File: config.mk
export PLATFORM = sky130hd
export DESIGN_NAME = mem_port_arbiter
export DESIGN_NICKNAME = d
export VERILOG_FILES = /design/src/rtl/cpu_mem_pkg.sv /design/src/rtl/mem_arb_starve_ctr.sv /design/src/rtl/mem_port_arbiter.sv
export SDC_FILE = /design/constraint.sdc
export NUM_CORES = 1
export LEC_CHECK = 0
export CORE_ASPECT_RATIO = 0.8
export CORE_MARGIN = 1
export CORE_UTILIZATION = 25
export CTS_CLUSTER_SIZE = 20
export DETAILED_ROUTE_END_ITERATION = 8
export PLACE_DENSITY_LB_ADDON = 0.25
export SLEW_MARGIN = 20
export SYNTH_ARGS = -nofsm -noshare
export SYNTH_HDL_FRONTEND = slang
export SYNTH_HIERARCHICAL = 1
export SYNTH_SLANG_ARGS = --single-unit
export TNS_END_PERCENT = 30
File: constraint.sdc
create_clock -name clk -period 3.07 [get_ports clk]
set_input_delay 0.614 -clock clk [delete_from_list [all_inputs] [get_ports clk]]
set_output_delay 0.614 -clock clk [all_outputs]
set_load 0.005 [all_outputs]
File: src/rtl/cpu_mem_pkg.sv
// Shared constants for the CPU memory-port arbiter: owner encoding, halt opcode, bus width defaults.
package cpu_mem_pkg;

  localparam int unsigned ADDR_W_DEF = 16;
  localparam int unsigned DATA_W_DEF = 16;

  // Return-path owner of the access issued in the previous cycle
  localparam logic [1:0] OWN_NONE = 2'd0;
  localparam logic [1:0] OWN_IF   = 2'd1;
  localparam logic [1:0] OWN_DM   = 2'd2;

  localparam logic [15:0] HALT_OPCODE = 16'hF000;

endpackage

File: src/rtl/mem_arb_starve_ctr.sv
// Saturating count of consecutive denied fetch cycles; wait_max flags that fetch must win next.
module mem_arb_starve_ctr #(
  parameter int unsigned MAX_WAIT = 4
) (
  input  logic clk,
  input  logic rst,
  input  logic fetch_ok,
  input  logic fetch_gnt,
  output logic wait_max
);

  localparam int unsigned CNT_W = 4;
  localparam logic [CNT_W-1:0] CNT_MAX = CNT_W'(MAX_WAIT);

  logic [CNT_W-1:0] cnt;

  always_ff @(posedge clk or negedge rst) begin
    if (!rst) begin
      cnt <= '0;
    end else if (!fetch_ok || fetch_gnt) begin
      cnt <= '0;
    end else if (cnt != CNT_MAX) begin
      cnt <= cnt + CNT_W'(1);
    end
  end

  assign wait_max = (cnt == CNT_MAX);

endmodule

File: src/rtl/mem_port_arbiter.sv
// Shares one single-port memory between instruction fetch and data load/store.
// Data has priority with a starvation guard for fetch; fetching the halt opcode stops further fetches.
module mem_port_arbiter #(
  parameter int unsigned ADDR_W   = cpu_mem_pkg::ADDR_W_DEF,
  parameter int unsigned DATA_W   = cpu_mem_pkg::DATA_W_DEF,
  parameter int unsigned MAX_WAIT = 4,
  parameter logic [DATA_W-1:0] HALT_OPCODE = DATA_W'(cpu_mem_pkg::HALT_OPCODE)
) (
  input  logic              clk,
  input  logic              rst,
  input  logic              if_req,
  input  logic [ADDR_W-1:0] if_addr,
  output logic              if_gnt,
  output logic              if_rvalid,
  output logic [DATA_W-1:0] if_rdata,
  input  logic              dm_req,
  input  logic              dm_we,
  input  logic [ADDR_W-1:0] dm_addr,
  input  logic [DATA_W-1:0] dm_wdata,
  output logic              dm_gnt,
  output logic              dm_rvalid,
  output logic [DATA_W-1:0] dm_rdata,
  output logic              mem_en,
  output logic              mem_we,
  output logic [ADDR_W-1:0] mem_addr,
  output logic [DATA_W-1:0] mem_wdata,
  input  logic [DATA_W-1:0] mem_rdata,
  output logic              halted
);

  import cpu_mem_pkg::*;

  logic       fetch_ok;
  logic       wait_max;
  logic [1:0] owner;
  logic [1:0] owner_d;

  assign fetch_ok = if_req & ~halted;

  mem_arb_starve_ctr #(
    .MAX_WAIT(MAX_WAIT)
  ) u_starve (
    .clk      (clk),
    .rst      (rst),
    .fetch_ok (fetch_ok),
    .fetch_gnt(if_gnt),
    .wait_max (wait_max)
  );

  // Single-winner arbitration; grants held low while reset is asserted
  always_comb begin
    if_gnt = 1'b0;
    dm_gnt = 1'b0;
    if (rst) begin
      if (wait_max && fetch_ok) begin
        if_gnt = 1'b1;
      end else if (dm_req) begin
        dm_gnt = 1'b1;
      end else if (fetch_ok) begin
        if_gnt = 1'b1;
      end
    end
  end

  always_comb begin
    mem_en    = if_gnt | dm_gnt;
    mem_we    = dm_gnt & dm_we;
    mem_addr  = '0;
    mem_wdata = '0;
    if (dm_gnt) begin
      mem_addr  = dm_addr;
      mem_wdata = dm_wdata;
    end else if (if_gnt) begin
      mem_addr  = if_addr;
    end
  end

  // Owner of next cycle's read data; writes return nothing
  always_comb begin
    owner_d = OWN_NONE;
    if (if_gnt) begin
      owner_d = OWN_IF;
    end else if (dm_gnt && !dm_we) begin
      owner_d = OWN_DM;
    end
  end

  always_ff @(posedge clk or negedge rst) begin
    if (!rst) begin
      owner <= OWN_NONE;
    end else begin
      owner <= owner_d;
    end
  end

  assign if_rvalid = (owner == OWN_IF);
  assign dm_rvalid = (owner == OWN_DM);
  assign if_rdata  = mem_rdata;
  assign dm_rdata  = mem_rdata;

  // Sticky halt; a fetch granted while the halt word returns still completes
  always_ff @(posedge clk or negedge rst) begin
    if (!rst) begin
      halted <= 1'b0;
    end else if (if_rvalid && (if_rdata == HALT_OPCODE)) begin
      halted <= 1'b1;
    end
  end

endmodule

==> impl_metrics.py, run 1 <==
metrics = {
    "outcome": {
        "status": "completed",
    },
    "pwr": {
        "leakage_nw": 0.876,
        "peakVddDrop_uv": 139,
        "p_per_area_nw_per_um2": 231,
    },
    "placed_design": {
        "finalWeightedCongestion": 0.760,
        "place_ws_ps": 138,
        "portBuffers": 139,
        "post-dp-hpwl_um": 3140,
    },
    "worst_setup_path": {
        "slowest_delay_ps": 510,
        "crit_top_cell": "clkdlybuf4s50_1",
        "cp.depth": 6,
        "rrSetupSlack_ps": 1270,
        "worstReg2RegStart": "u_starve/cnt[0]",
        "start_kind": "primary input",
        "required_ps": 2460,
        "timing.critical_path.buf_inv": 3,
        "r2r_cells": 9,
        "worstSetupEndpointType": "output port",
        "crit_end": "mem_addr[12]",
        "crit_family": "buffers and inverters",
        "cp_max_fo": 19,
        "cp_slowest_cell": "clkdlybuf4s50_1",
        "critical_path_class": "in -> out",
        "crit_chain": "clkdlybuf4s50_1 -> nor2b_2 -> and3_1 -> buf_12 -> a22o_1 -> clkdlybuf4s50_1",
        "rr_endpoint": "u_starve/cnt[2]",
        "crit_path_start": "if_req",
        "cp_data_arrival_time_ps": 2310,
    },
    "sta": {
        "hold_viol": 0,
        "post-route-min-period_ps": 2930,
        "period_share_pct": 95.3,
        "postLayoutSetupSlackWorst_ps": 144,
        "setup_viol": 0,
        "worst-slew-pin-transition_ps": 216,
        "hold_slack_ps": 531,
        "slew_headroom_pct": 85.5,
        "skew_ps": 0.856,
        "rsz0062_at_grt": "false",
        "finalMaxSlewViolations": 0,
        "max_freq_mhz": 342,
        "setup_tns_ps": 0,
    },
    "synth": {
        "ys_ff_latch": 7,
        "syn_nets": 179,
        "ys.warnings.count": 6,
        "synth_seq_area_share_pct": 19.1,
        "synth_common_cells": "35 x buf_4, 17 x and2_1, 16 x a22o_1, 7 x dfrtp_1, 3 x nor2b_1",
        "async_reset_ff_share_pct": 100,
        "yosysUniqueCellTypes": 30,
        "synth_edf_count": 0,
        "yosysMostFrequentCell": "buf_4",
        "yosysTopAreaCell": "buf_4",
        "synth_area_per_cell_um2": 8.49,
        "yosysTopAreaCellShare_pct": 28.6,
        "synthCells": 108,
        "synthesis.area_um2": 917,
        "ys.flop_type": "dfrtp_1",
        "yosys-top-cells-area": "buf_4 29%, dfrtp_1 19%, a22o_1 15%",
    },
    "floorplan": {
        "core_um2": 3470,
        "dieArea_um2": 3920,
        "die_w_um": 69.7,
        "start_util_pct": 26.4,
        "io_pins": 140,
        "die_h_um": 56.2,
        "rows": 19,
    },
    "detailed_routing": {
        "drt-total-wl_um": 3590,
        "drt_pre_antenna_iters": 4,
        "ant_nets": 0,
        "drtIter0Drc": 30,
        "wire_per_inst_um": 13.8,
        "drc": 0,
        "via_count": 1122,
        "vias_per_cell": 4.30,
    },
    "finish": {
        "syn_to_final_growth_pct": 139,
        "layout-drive-gt1-share_pct": 6.39,
        "n_antenna_cell": 0,
        "fin_nets": 291,
        "fillers": 280,
        "multi_input_area_um2": 458,
        "post-route-util_pct": 63.3,
        "seq_area_um2": 175,
    },
    "clocking": {
        "cts.clk_slew.worst_paths_ps": 40,
        "cts_tree": "yes",
        "h-tree-depth": 1,
        "cts_sinks": 7,
        "post-cts-setup-buffers": 0,
        "ctsHoldBuffers": 0,
        "clock_path_buffers": 2,
        "clock_latency_ps": 220,
        "cts_inserted_buffers": 3,
        "clockRootBuffer": "clkbuf_8",
    },
    "hold_path": {
        "hp-class": "reg -> reg",
    },
    "global_routing": {
        "grt_max_degree": 26,
        "grt_pass1_vias": 1140,
        "grt_pass1_wl_um": 5600,
        "antenna_found_initial": 0,
        "globalRouteOverflowTotal": 0,
        "track_usage_pct": 17.9,
    },
    "flow_run": {
        "max-cap-violations": 0,
    },
}
logic make-up after synthesis:
family                     count (synthesis)  synth area share, %
muxes                                      1                 1.09
xor gates and xnor gates                   3                 2.87
adders and majority gates                  2                 2.73
and+or+nand+nor                           35                 24.7
DFF                                        7                 19.1
buffers and inverters                     40                 31.0
AOI/OAI and AO/OA                         20                 18.6
worst register-to-register path: cells and delay by family, from the launching register on:
kind	cells	cell delay, ps
AO/OA/AOI/OAI	1	150
adder cells (fa/ha/maj)	1	210
buffers and inverters	3	300
flip-flops	1	400
AND/OR/NAND/NOR	4	670
power breakdown:
part           switching [mW]  total (mW)  leakage (nW)  internal, mW
clock network          0.0383       0.128        0.0228        0.0897
registers             0.00751       0.107        0.0946        0.0999
logic                  0.0787       0.273         0.758         0.194
final cells by class:
| type | instances | share of cell area [%] |
|---|---|---|
| tap | 42 | 2.39 |
| sequential | 7 | 7.98 |
| inverter | 3 | 0.513 |
| timing repair buffer | 144 | 66.2 |
| multi-input combinational | 61 | 20.9 |
| clock buffer | 4 | 2.05 |
sequential cells by signal (all words and copies together) (netlist names):
register	count
halted	1
owner	2
u_starve/cnt	4
placed cells by master, fill, tap and decap left out, types with 2 or more instances in the layout:
cell	instances
dfrtp_1	7
clkdlybuf4s50_1	139
inv_1	2
ha_1	2
clkbuf_8	3
buf_4	3
buf_12	2
xnor2_1	2
nand2b_1	2
nor2_1	2
nor2b_1	3
and2_1	17
a22o_1	16
how the worst min path moves through the flow:
stage / end / cells after the start / slack, ps / start
after detailed placement: halted / 1 / 520 / halted
after global placement: halted / 1 / 510 / halted
final: halted / 1 / 530 / halted
after CTS: halted / 1 / 530 / halted
after floorplan: halted / 0 / 320 / rst
after global routing: halted / 1 / 550 / halted
layer usage:
layer | GRT usage [%] | vias up | wire length (um)
li1 | - | 565 | -
met1 | 18.7 | 516 | 1280
met2 | 35.4 | 38 | 2120
met3 | 5.62 | 3 | 186
met4 | 2.86 | 0 | 9
met5 | 0 | - | 0
stage by stage:
stage                     instances  area (um^2)  total power [mW]
after global routing            261         2200             0.541
after detailed placement        257         2150             0.383
after CTS                       261         2200             0.516
after floorplan                 108          917             0.204
after global placement          257         2150             0.375
final                           261         2200             0.508
what timing repair did:
action	4_1_cts	5_1_grt
resized for setup	0	1
endpoints found under the setup margin	0	15
hold endpoints to repair	0	0
(Power assumes the default switching activity.)
==> inputs of run 2 (changes only) <==
SLEW_MARGIN = 5   (was 20)
==> results of run 2 <==
Same layout as run 1: the final DEF is identical, and so are final timing and power.
